$ cat config.mk
export PLATFORM = sky130hd
export DESIGN_NAME = carry_resolver
export DESIGN_NICKNAME = d
export VERILOG_FILES = /design/src/rtl/carry_resolver_pkg.sv /design/src/rtl/carry_resolver_limb_add.sv /design/src/rtl/carry_resolver.sv
export SDC_FILE = /design/constraint.sdc
export NUM_CORES = 1
export LEC_CHECK = 0
export ABC_CLOCK_PERIOD_IN_PS = 13600
export CORE_MARGIN = 10
export CORE_UTILIZATION = 57
export CTS_CLUSTER_DIAMETER = 40
export CTS_CLUSTER_SIZE = 10
export DETAILED_ROUTE_END_ITERATION = 8
export MAX_ROUTING_LAYER = met4
export PLACE_DENSITY_LB_ADDON = 0.3
export SLEW_MARGIN = 20
export SYNTH_ARGS = -nofsm -noshare
export SYNTH_HDL_FRONTEND = slang
export SYNTH_SLANG_ARGS = --single-unit
$ cat constraint.sdc
create_clock -name clk -period 13.6 [get_ports clk]
set_input_delay 2.04 -clock clk [delete_from_list [all_inputs] [get_ports clk]]
set_output_delay 2.04 -clock clk [all_outputs]
set_load 0.005 [all_outputs]
$ cat src/rtl/carry_resolver_pkg.sv
// PARAMS_BN254_d0: shared widths and types for the BN254 carry resolver slice.
package PARAMS_BN254_d0;
    localparam int ADD_DIV = 4;
    typedef logic [63:0] fp_div4_t;
    localparam int S = $bits(fp_div4_t);
    localparam int LW = 66;
    typedef logic [ADD_DIV-1:0][LW-1:0] redundant_poly_L1;
    typedef logic [255:0] M_tilde12_t;
    localparam int MW = $bits(M_tilde12_t);
    // Wide enough that limb + carry never carries out of it, even with all-ones limbs.
    localparam int CW = LW - S + 1;
    typedef logic [CW-1:0] carry_t;
endpackage

$ cat src/rtl/carry_resolver_limb_add.sv
// limb_add: one redundant limb plus incoming carry, split into a stride-wide chunk and carry out.
module limb_add
    import PARAMS_BN254_d0::*;
(
    input  logic [LW-1:0] limb,
    input  carry_t        cin,
    output fp_div4_t      chunk,
    output carry_t        cout
);
    logic [LW:0] t;
    assign t = {1'b0, limb} + {{S{1'b0}}, cin};
    assign chunk = t[S-1:0];
    assign cout = t[LW:S];
endmodule

$ cat src/rtl/carry_resolver.sv
// carry_resolver: serially resolves ADD_DIV redundant limbs into one canonical integer.
// Optional ovf output enabled by CARRY_RESOLVER_OVF_EN.
module carry_resolver
    import PARAMS_BN254_d0::*;
(
    input  logic             clk,
    input  logic             rstn,
    input  logic             in_valid,
    output logic             in_ready,
    input  redundant_poly_L1 din,
    output logic             out_valid,
    input  logic             out_ready,
    output M_tilde12_t       dout,
    output logic             busy
`ifdef CARRY_RESOLVER_OVF_EN
    ,
    output logic             ovf
`endif
);
    typedef enum logic [1:0] {IDLE, RUN, DONE} state_t;
    localparam int KW = $clog2(ADD_DIV);
    state_t state, state_nx;
    redundant_poly_L1 limbs;
    carry_t carry, cout;
    logic [KW-1:0] k;
    logic [ADD_DIV*S-1:0] res, res_nx;
    fp_div4_t chunk;
    logic last;
    limb_add u_add (
        .limb  (limbs[k]),
        .cin   (carry),
        .chunk (chunk),
        .cout  (cout)
    );
    assign last = k == KW'(ADD_DIV - 1);
    always_comb begin
        res_nx = res;
        res_nx[k*S +: S] = chunk;
    end
    always_ff @(posedge clk or negedge rstn)
        if (!rstn) state <= IDLE;
        else state <= state_nx;
    always_comb
        state_nx = state == IDLE ? (in_valid ? RUN : IDLE) :
                   state == RUN  ? (last ? DONE : RUN) :
                                   (out_ready ? IDLE : DONE);
    always_comb begin
        in_ready = state == IDLE;
        out_valid = state == DONE;
        busy = state != IDLE;
    end
    always_ff @(posedge clk or negedge rstn)
        if (!rstn) begin
            limbs <= '0;
            carry <= '0;
            k <= '0;
            res <= '0;
            dout <= '0;
        end else if (state == IDLE && in_valid) begin
            limbs <= din;
            carry <= '0;
            k <= '0;
            res <= '0;
        end else if (state == RUN) begin
            res <= res_nx;
            carry <= cout;
            k <= k + 1'b1;
            if (last) dout <= M_tilde12_t'({cout, res_nx});
        end
`ifdef CARRY_RESOLVER_OVF_EN
    always_ff @(posedge clk or negedge rstn)
        if (!rstn) ovf <= 1'b0;
        else if (state == RUN && last) ovf <= |({cout, res_nx} >> MW);
`endif
endmodule
Word-level counts from Yosys, hierarchy flattened

Cells that the tools add are included.

Bits in read-only memories: 0
Memories kept: 0
RAM bits: 0
Bits in latches: 0
Word-level logic and storage cells: 38
Flip-flop bits (word level): 783
Input port bits: 268
Output and inout port bits: 259

Equality and inequality tests: 3
Div/mod/pow operators: 0
Shift-type cells: 2
Mux-type cells: 14
Bitwise logic cells: 1
Add/sub/neg operators: 3
Magnitude comparators: 1
$mul: 0
Reductions and logical operators: 5

Operators with widths:

| cell                                                     | number |
|---|---|
| 2-to-1 mux 256 bit                                       | 2 |
| bitwise mux 256 bit                                      | 1 |
| variable shift 64 x 34 -> 256 bit (first input constant) | 1 |
| variable part select 64 x 34 -> 256 bit                  | 1 |
| binary-select mux 66 bit (select 2 bit)                  | 1 |
| adder 66 x 3 -> 67 bit                                   | 1 |
| 2-to-1 mux 66 bit                                        | 1 |
| negation 8 -> 34 bit                                     | 1 |
| 2-to-1 mux 2 bit                                         | 6 |
| 2-to-1 mux 3 bit                                         | 2 |
| == test 2 bit (second input constant)                    | 2 |
| nonzero test 2 bit                                       | 2 |
| < comparator 2 x 3 -> 1 bit (second input constant)      | 1 |
| AND reduction 3 bit                                      | 1 |
| adder 2 x 1 -> 2 bit (second input constant)             | 1 |
| == test 2 x 1 -> 1 bit (second input constant)           | 1 |
| zero test 2 bit                                          | 1 |
| logical AND 1 bit                                        | 1 |
| 2-to-1 mux 1 bit                                         | 1 |
| inverter 1 bit                                           | 1 |

Logic depth before layout (Yosys ltp)

Gate-level depths: netlist of run 1.

Word-level depth: 7
Depth in mapped cells: 17
Gate-level depth less buffers: 11

Hierarchy

Synthesis of run 1 repeated with hierarchy kept, for this count alone.

Cells, all modules: 2557
Area total of the unflattened synthesis: 33089.2 um^2

By module, submodules not included:

| module         | cells each | sequential area each (um^2) | area each (um^2) | instances |
|---|---|---|---|---|
| carry_resolver | 2311       | 17992.3                     | 31420.1          | 1 |
| limb_add       | 246        | 0.0                         | 1669.1           | 1 |

Least setup slack after synthesis of run 1

Ideal clock, no wire load.

Path type: flip-flop to flip-flop
Start: reg k[0]
End: reg dout[107]
Period minus slack after synthesis: 4.658 ns
Data arrival time: 4.520 ns
Path slack: 8.942 ns
Cell stages (with the launch flop): 18
Buffers on the path: 8
Setup time: 0.138 ns
Data required time: 13.462 ns
Cell sequence: dfrtp_1 -> buf_6 -> buf_4 -> buf_4 -> buf_4 -> buf_1 -> mux4_2 -> ha_1 -> a21o_1 -> a21oi_1 -> or4b_1 -> buf_2 -> or3_4 -> buf_6 -> buf_6 -> nor3b_2 -> xnor2_1 -> o21ai_1

Word-level cells in the longest chain between the ends: 5
Elaborated cells between the ends (all ways): 9
Those cells by class: 2 x add/sub; 1 x eq/ne; 2 x shift; 3 x mux; 1 x reduce/logical

RTL lines:

| item                                    | line                          | text |
|---|---|---|
| start, declared                         | carry_resolver.sv:25          | `logic [KW-1:0] k;` |
| start signal, assigned                  | carry_resolver.sv:67          | `k <= k + 1'b1;` |
| binary-select mux 66 bit (select 2 bit) | carry_resolver.sv:30          | `.limb (limbs[k]),` |
| 2-to-1 mux 66 bit (implied by the code) | carry_resolver.sv:30          |  |
| adder 66 x 3 -> 67 bit                  | carry_resolver_limb_add.sv:11 | `assign t = {1'b0, limb} + {{S{1'b0}}, cin};` |
| variable part select 64 x 34 -> 256 bit | carry_resolver.sv:38          | `res_nx[k*S +: S] = chunk;` |
| bitwise mux 256 bit                     | carry_resolver.sv:38          |  |
| end signal, assigned                    | carry_resolver.sv:68          | `if (last) dout <= M_tilde12_t'({cout, res_nx});` |
| end, declared                           | carry_resolver.sv:13          | `output M_tilde12_t dout,` |

Several ways; a longest one is shown, not always the timed one. The select of a mux whose other input is x is not followed.
A chain may end at the register's enable or synchronous reset.

Worst setup path in the final report of run 1

Start: reg k[1]
End: reg res[122]

Word-level cells in the longest chain between the ends: 7
Elaborated cells between the ends (all ways): 9
Those cells by class: 2 x add/sub; 2 x shift; 5 x mux

RTL lines:

| item                                    | line                          | text |
|---|---|---|
| binary-select mux 66 bit (select 2 bit) | carry_resolver.sv:30          |  |
| 2-to-1 mux 66 bit (implied by the code) | carry_resolver.sv:30          |  |
| adder 66 x 3 -> 67 bit                  | carry_resolver_limb_add.sv:11 |  |
| variable part select 64 x 34 -> 256 bit | carry_resolver.sv:38          |  |
| bitwise mux 256 bit *                   | carry_resolver.sv:38          |  |
| 2-to-1 mux 256 bit *                    | carry_resolver.sv:64          | `end else if (state == RUN) begin` |
| 2-to-1 mux 256 bit *                    | carry_resolver.sv:59          | `end else if (state == IDLE && in_valid) begin` |
| end signal, assigned                    | carry_resolver.sv:65          | `res <= res_nx;` |
| end, declared                           | carry_resolver.sv:26          | `logic [ADD_DIV*S-1:0] res, res_nx;` |

Every way passes the cells marked *; elsewhere a longest branch is shown, timed or not. The select of a mux whose other input is x is not followed.

==> results of run 1 <==
==> logic make-up after synthesis <==
| family | synth area share |
|---|---|
| and+or+nand+nor | 0.196 |
| adders and majority gates | 0.00391 |
| xor gates and xnor gates | 0.0239 |
| muxes | 0.0487 |
| buffers and inverters | 0.0314 |
| DFF | 0.585 |
| AOI/OAI and AO/OA | 0.111 |
==> power groups by stage <==
stage / Combinational (mW) / Clock (mW) / Sequential [mW]
floorplan: 2.25 / 0 / 3.42
global placement: 3.91 / 0 / 3.60
detailed placement: 4.03 / 0 / 3.65
CTS: 4.08 / 2.57 / 3.63
global route: 4.47 / 2.67 / 3.73
finish: 4.16 / 2.56 / 3.65
==> stage by stage <==
| step | setup slack (ns) | hold WS [ns] | instance area, um2 | std cells |
|---|---|---|---|---|
| floorplan | 8.94 | 0.440 | 30700 | 3178 |
| global placement | 8.35 | 0.452 | 36300 | 4211 |
| detailed placement | 8.24 | 0.459 | 36300 | 4211 |
| CTS | 8.48 | 0.472 | 39500 | 4372 |
| global route | 8.19 | 0.480 | 39600 | 4376 |
| finish | 8.34 | 0.472 | 39600 | 4376 |
==> state kept, by name, indices dropped and copies added (netlist names) <==
signal / cells
limbs: 264
dout: 256
res: 192
carry: 3
k: 2
state: 2
==> routing by layer <==
metal / vias up / routed length [um] / GRT usage
met1: 13400 / 41400 / 0.440
li1: 11600 / - / -
met5: - / 0 / -
met2: 1805 / 49800 / 0.515
met3: 287 / 10800 / 0.0754
met4: 0 / 4880 / 0.155
==> critical path, cell delays in order, from the launching register on <==
cell       delay (ns)
dfrtp_4          1.10
mux4_2           0.41
ha_1             0.18
inv_1            0.06
fa_1             0.41
nor2b_1          0.21
o2111ai_1        0.34
nor4_1           0.44
nand4_1          0.53
nor3_1           0.67
xnor2_1          0.46
o21ai_0          0.24
==> layout by cell type (no fill, tap or decap), types with 4 or more instances in the layout <==
master | synthesis | final
or4_1 | 4 | 4
and4_1 | 5 | 5
nor3_1 | 18 | 18
mux4_2 | 65 | 65
nand4_1 | 18 | 18
nor2b_1 | 5 | 5
clkinvlp_4 | 0 | 7
o22ai_1 | 69 | 69
ha_1 | 8 | 8
nand2_1 | 1062 | 1057
clkbuf_16 | 0 | 100
clkdlybuf4s50_1 | 0 | 525
clkbuf_8 | 0 | 8
o21a_1 | 4 | 4
o21ai_0 | 260 | 260
o21ai_1 | 28 | 28
and3_1 | 58 | 56
nand3_1 | 22 | 22
xnor2_1 | 59 | 56
dfrtp_1 | 719 | 717
a22o_1 | 12 | 12
buf_6 | 4 | 5
buf_4 | 6 | 19
clkinv_2 | 0 | 9
xor2_1 | 23 | 23
inv_1 | 19 | 18
a21oi_1 | 124 | 121
clkinv_4 | 0 | 7
nor4_1 | 14 | 13
clkbuf_1 | 191 | 13
nor2_1 | 240 | 240
a221oi_1 | 66 | 66
bufinv_16 | 0 | 12
a21o_1 | 17 | 17
==> Yosys cell counts (17+ instances only) <==
library cell | instances | area share
and3_1 | 58 | 0.012
a21oi_1 | 124 | 0.020
nand2_1 | 1062 | 0.13
xor2_1 | 23 | 0.0066
inv_1 | 19 | 0.0023
nor3_1 | 18 | 0.0029
o22ai_1 | 69 | 0.014
nand4_1 | 18 | 0.0037
o21ai_1 | 28 | 0.0046
a21o_1 | 17 | 0.0042
nand3_1 | 22 | 0.0036
a221oi_1 | 66 | 0.019
clkbuf_1 | 191 | 0.023
o21ai_0 | 260 | 0.042
dfrtp_1 | 719 | 0.59
xnor2_1 | 59 | 0.017
mux4_2 | 65 | 0.048
nor2_1 | 240 | 0.029
==> final timing paths <==
path	startpoint	endpoint	slack, ns	depth (start not counted)
max	k[1]$_DFFE_PN0P_	res[122]$_DFFE_PN0P_	8.34	11
min	limbs[68]$_DFFE_PN0P_	limbs[68]$_DFFE_PN0P_	0.47	2
max reg2reg	k[1]$_DFFE_PN0P_	res[122]$_DFFE_PN0P_	8.34	11
min reg2reg	limbs[68]$_DFFE_PN0P_	limbs[68]$_DFFE_PN0P_	0.47	2
max in group asynchronous	rstn	limbs[236]$_DFFE_PN0P_	9.99	3
min in group asynchronous	rstn	dout[11]$_DFFE_PN0P_	1.45	1
==> cell type report <==
class	count	area [um2]	share of cell area
Antenna cell	2	5.00	0.000126
Clock buffer	121	2660	0.0671
Clock inverter	40	582	0.0147
Inverter	21	78.8	0.00199
Multi-Input combinational cell	2222	11900	0.299
Sequential cell	719	18000	0.454
Tap cell	696	871	0.0220
Timing Repair Buffer	555	5570	0.141
==> metrics.md, run 1 <==
| Metric | Value |
|---|---|
| Status | `finished, final reports clean` |
| Layout cells sized above 1 | `0.0759` |
| Seq pwr share | `0.352` |
| Die Height | `roughly 250 um` |
| Sw frac | `0.396` |
| Final ANT Viol Nets | `0` |
| Final period util | `0.387` |
| Layout Nets | `around 4,000` |
| DP HPWL | `just over 70,000 um` |
| Tot Pwr | `approximately 10 mW` |
| Unrepaired setup endpoints after global routing | `no` |
| Syn nets | `around 3,500` |
| Root buffer cell | `clkbuf_16` |
| Max_cap viols | `0` |
| Fillers | `around 3,700` |
| Worst vdd ir | `approximately 0.23 mV` |
| Worst EP arrival | `5.74 ns` |
| # resized after CTS | `0` |
| CTS buffer count | `between 90 and 100` |
| DRC | `0` |
| Max-slew violations | `0` |
| Clock latency on the worst-skew pair | `roughly 0.65 ns` |
| Average size of a mapped cell | `a little under 10 um2` |
| Startpoint type of the worst setup path | `flip-flop` |
| Worst setup EP type | `flip-flop` |
| Setup violations, final | `0` |
| Fin crit period | `5.26 ns` |
| DR WL/cell | `approximately 24 um` |
| Vias | `27,100` |
| Core Util, Final | `0.739` |
| Synth Warn # | `0` |
| Setup Skew | `0.0213 ns` |
| Initial DRC Count | `approximately 3,700` |
| Internal Power | `6.26 mW` |
| Post-CTS Setup Bufs | `0` |
| Cell count after synthesis | `between 3,000 and 4,000` |
| DIE AREA | `63,600 um2` |
| Pleak | `roughly 18 nW` |
| Unique masters post-synth | `55` |
| Critical path class | `flip-flop to flip-flop` |
| Slew @ Worst Pin | `1.25 ns` |
| Fmax achieved | `between 0.15 and 0.2 GHz` |
| Setup_tns | `0 ns` |
| Port buffer count | `526` |
| Worst Hold Class | `flip-flop to flip-flop` |
| GP Congestion | `slightly above 0.9` |
| TritonCTS clock tree | `yes` |
| Mapped Area | `~31,000 um2` |
| EDFF count, synth | `0` |
| Hold Buf Count CTS | `0` |
| Placement Rows | `85` |
| Most used flip-flop cell after synthesis | `dfrtp_1` |
| Via density | `6.19` |
| Total gr overflow | `0` |
| Core area | `around 54,000 um2` |
| P per Cell Area | `about 260 nW/um2` |
| Starting Density | `0.573` |
| Final WL | `107,000 um` |
| Largest net degree at the start of global routing | `between 200 and 300` |
| Initial antenna violation count | `2` |
| Clock transition at the registers of the reported paths | `around 0.05 ns` |
| Switching Power | `around 4.1 mW` |
| Max Buffers Root-to-Sink | `3` |
| Total GRT Usage | `0.342` |
| H-tree levels | `3` |
| Layout area overhead | `29.0%` |
| Final hold vios | `0` |
| Seq/Total Area, Yosys | `0.585` |
| First-pass GRT wire length | `164,000 um` |
| Sink Count | `between 700 and 800` |
| DRT Pass-1 Iters | `6` |
| Die Span X | `between 200 and 300 um` |
| Clock power frac | `0.247` |
| Asr flop ratio synth | `1.00` |
| # IOs | `527` |
| Combinational share of power | `0.401` |
| Vias in the first global route | `about 28,000` |
| CP max FO | `70` |
| Slew margin rel. | `0.162` |
| #FFs+latches synth | `719` |
| Crit path required time | `roughly 14 ns` |
Power figures use the tool's default switching activity.
==> run 2, diff against run 1 <==
--- a/config.mk
+++ b/config.mk
@@ -5,9 +5,9 @@
 export SDC_FILE = /design/constraint.sdc
 export NUM_CORES = 1
 export LEC_CHECK = 0
-export ABC_CLOCK_PERIOD_IN_PS = 13600
+export ABC_CLOCK_PERIOD_IN_PS = 4800
 export CORE_MARGIN = 10
-export CORE_UTILIZATION = 57
+export CORE_UTILIZATION = 48
 export CTS_CLUSTER_DIAMETER = 40
 export CTS_CLUSTER_SIZE = 10
 export DETAILED_ROUTE_END_ITERATION = 8
==> constraint.sdc (replaced) <==
create_clock -name clk -period 4.8 [get_ports clk]
set_input_delay 0.72 -clock clk [delete_from_list [all_inputs] [get_ports clk]]
set_output_delay 0.72 -clock clk [all_outputs]
set_load 0.005 [all_outputs]
==> run 2 against run 1 <==
Compared with the run above:
- global-route usage decreased by 5.2 points
- cell area increased by 1.9%
- first-iteration DRC count decreased by 19%
- via count decreased by 3.9%
- sequential share of layout area decreased by 0.83 points
- hold slack got worse by 0.37 ns
- cell count increased by 4.6%
- sequential power increased to 2.8 times the previous value
- total power increased to 2.9 times the previous value
- routed wire length decreased by 0.41%
- clock power increased to 3.0 times the previous value
- die area increased by 17%
- critical endpoint is now res[46]$_DFFE_PN0P_
- largest cell class unchanged
- largest power group unchanged
==> metrics.md, run 2 (synthesized netlist as in run 1, its figures left out) <==
| Metric | Value |
|---|---|
| Fin crit period | `4.41 ns (was 5.26 ns)` |
| DR WL/cell | `23.3 um (was 24.4 um)` |
| First-pass GRT wire length | `161,000 um (was 164,000 um)` |
| Most common cell after layout, fill and taps aside | `nand2_1 (unchanged)` |
| Vias in the first global route | `26,200 (was 27,700)` |
| Core area | `63,200 um2 (was 53,600 um2)` |
| Placed Cells | `4,388 (was 4,211)` |
| Worst Hold Class | `input port to asynchronous set/reset pin (was flip-flop to flip-flop)` |
| DRT Pass-1 Iters | `6 (unchanged)` |
| Root buffer cell | `clkbuf_16 (unchanged)` |
| Vias | `26,000 (was 27,100)` |
| P per Cell Area | `741 nW/um2 (was 262 nW/um2)` |
| Critical path class | `flip-flop to flip-flop (unchanged)` |
| Initial DRC Count | `3,007 (was 3,694)` |
| Total gr overflow | `0 (unchanged)` |
| Die Span X | `273 um (was 252 um)` |
| Final period util | `0.919 (was 0.387)` |
| Fmax achieved | `0.227 GHz (was 0.190 GHz)` |
| GP Congestion | `0.948 (was 0.917)` |
| WL met3 | `9550 um (was 10,800 um)` |
| Top layer in use | `met4 (unchanged)` |
| Status | `finished, final reports clean (unchanged)` |
| Total GRT Usage | `0.289 (was 0.342)` |
| Biggest register | `limbs (unchanged)` |
| Setup Skew | `0.0410 ns (was 0.0213 ns)` |
| CP max FO | `22 (was 70)` |
| Largest net degree at the start of global routing | `189 (was 261)` |
| DP HPWL | `73,500 um (was 71,000 um)` |
| Slew @ Worst Pin | `1.23 ns (was 1.25 ns)` |
| Worst setup EP type | `flip-flop (unchanged)` |
| Biggest regs | `limbs: 264 flops, dout: 256 flops, res: 192 flops (unchanged)` |
| Max_cap viols | `0 (unchanged)` |
| WL met1 | `42,800 um (was 41,400 um)` |
| Die Height | `273 um (was 252 um)` |
| Setup violations, final | `0 (unchanged)` |
| Max FFs per register | `264 (unchanged)` |
| CTS buffer count | `104 (was 99)` |
| DIE AREA | `74,500 um2 (was 63,600 um2)` |
| Final ANT Viol Nets | `0 (unchanged)` |
| Post-CTS Setup Bufs | `0 (unchanged)` |
| Most frequent cells in the layout | `nand2_1, dfrtp_1, clkdlybuf4s50_1 (unchanged)` |
| Starting Density | `0.486 (was 0.573)` |
| Layout Cells excl Fill | `4,578 (was 4,376)` |
| Placement Rows | `92 (was 85)` |
| Metal2 WL | `49,800 um (about the same)` |
| Layout cells sized above 1 | `0.0860 (was 0.0759)` |
| Hold Buf Count CTS | `0 (unchanged)` |
| Sink Count | `719 (unchanged)` |
| H-tree levels | `3 (unchanged)` |
| Final hold vios | `0 (unchanged)` |
| Via density | `5.69 (was 6.19)` |
| Kind of cell adding the most delay to the critical path | `simple AND/OR/NAND/NOR gates (unchanged)` |
| Clock transition at the registers of the reported paths | `0.05 ns (about the same)` |
| DRC | `0 (unchanged)` |
| TritonCTS clock tree | `yes (unchanged)` |
| Crit path required time | `5.27 ns (was 14.08 ns)` |
| Port buffer count | `526 (unchanged)` |
| Setup_tns | `0 ns (unchanged)` |
| CP bufs+invs | `1 (unchanged)` |
| Crit path cell chain | `mux4_2 > ha_1 > inv_1 > fa_1 > nor2b_1 > o2111ai_1 > nor4_1 > nand4_1 > nor3_1 > xnor2_1 > o21ai_0 (unchanged)` |
| Initial antenna violation count | `10 (was 2)` |
| Layout Nets | `3,925 (was 3,895)` |
| Worst EP arrival | `4.88 ns (was 5.74 ns)` |
| Final WL | `106,000 um (was 107,000 um)` |
| Max-slew violations | `0 (unchanged)` |
| Worst vdd ir | `0.417 mV (was 0.227 mV)` |
| # IOs | `527 (unchanged)` |
| Slew margin rel. | `0.172 (was 0.162)` |
| Startpoint type of the worst setup path | `flip-flop (unchanged)` |
| Unrepaired setup endpoints after global routing | `no (unchanged)` |
| Clock latency on the worst-skew pair | `0.66 ns (was 0.65 ns)` |
| Max Buffers Root-to-Sink | `3 (unchanged)` |
| # resized after CTS | `0 (unchanged)` |
| Pleak | `18.6 nW (was 18.3 nW)` |
| CP max-delay cell | `dfrtp_4 (unchanged)` |
| Layout area overhead | `31.4% (was 29.0%)` |
| Max stage delay on crit path | `0.63 ns (was 1.10 ns)` |
==> run 2: worst paths after layout <==
| path | start | cells past startpoint | slack (ns) | to |
|---|---|---|---|---|
| max in group asynchronous | rstn | 2 | 3.51 | limbs[189]$_DFFE_PN0P_ |
| min in group clk | limbs[213]$_DFFE_PN0P_ | 2 | 0.47 | limbs[213]$_DFFE_PN0P_ |
| hold / removal | rstn | 1 | 0.1 | res[83]$_DFFE_PN0P_ |
| setup reg to reg | k[0]$_DFFE_PN0P_ | 11 | 0.39 | res[46]$_DFFE_PN0P_ |
| hold reg to reg | limbs[213]$_DFFE_PN0P_ | 2 | 0.47 | limbs[213]$_DFFE_PN0P_ |
| setup / recovery | k[0]$_DFFE_PN0P_ | 11 | 0.39 | res[46]$_DFFE_PN0P_ |
==> run 2: worst reg2reg max path, stage by stage (launching register included) <==
cell and delay (ns):
dfrtp_4 0.63, mux4_2 0.43, ha_1 0.18, inv_1 0.06
fa_1 0.40, nor2b_1 0.21, o2111ai_1 0.27, nor4_1 0.46
nand4_1 0.50, nor3_1 0.37, xnor2_1 0.50, o21ai_0 0.23
==> run 2: per-layer routing <==
metal  up-vias  global-route usage
li1      11700                   -
met4         0               0.121
met1     12900               0.370
met3       232              0.0697
met2      1211               0.438
met5         -                   -
==> run 2: final cells by class <==
| class | count | area (um2) |
|---|---|---|
| multi-input cells | 2222 | 11800 |
| inverters | 21 | 78.8 |
| well taps | 846 | 1060 |
| clock inverters | 48 | 644 |
| flip-flops and latches | 719 | 18000 |
| clock buffers | 130 | 2870 |
| fillers | 5046 | 22800 |
| diodes | 12 | 30.0 |
| repair buffers | 580 | 5850 |
==> run 2: where the power goes <==
part | switching (mW) | total [mW] | internal, mW
clock | 2.81 | 7.68 | 4.87
sequential | 1.57 | 10.1 | 8.53
combinational | 7.37 | 12.1 | 4.76
==> run 2: through the flow <==
step | instance area, um2 | hold WS, ns | total power [mW] | util | setup slack (ns)
2_1_floorplan | 30700 | 0.424 | 16.1 | - | 0.142
3_3_place_gp | 36800 | 0.452 | 21.8 | 0.583 | 0.576
3_5_place_dp | 36800 | 0.457 | 22.1 | 0.583 | 0.469
4_1_cts | 40300 | 0.125 | 29.9 | 0.638 | 0.469
5_1_grt | 40400 | 0.153 | 31.5 | 0.639 | 0.203
6_report | 40400 | 0.0978 | 29.9 | 0.639 | 0.389
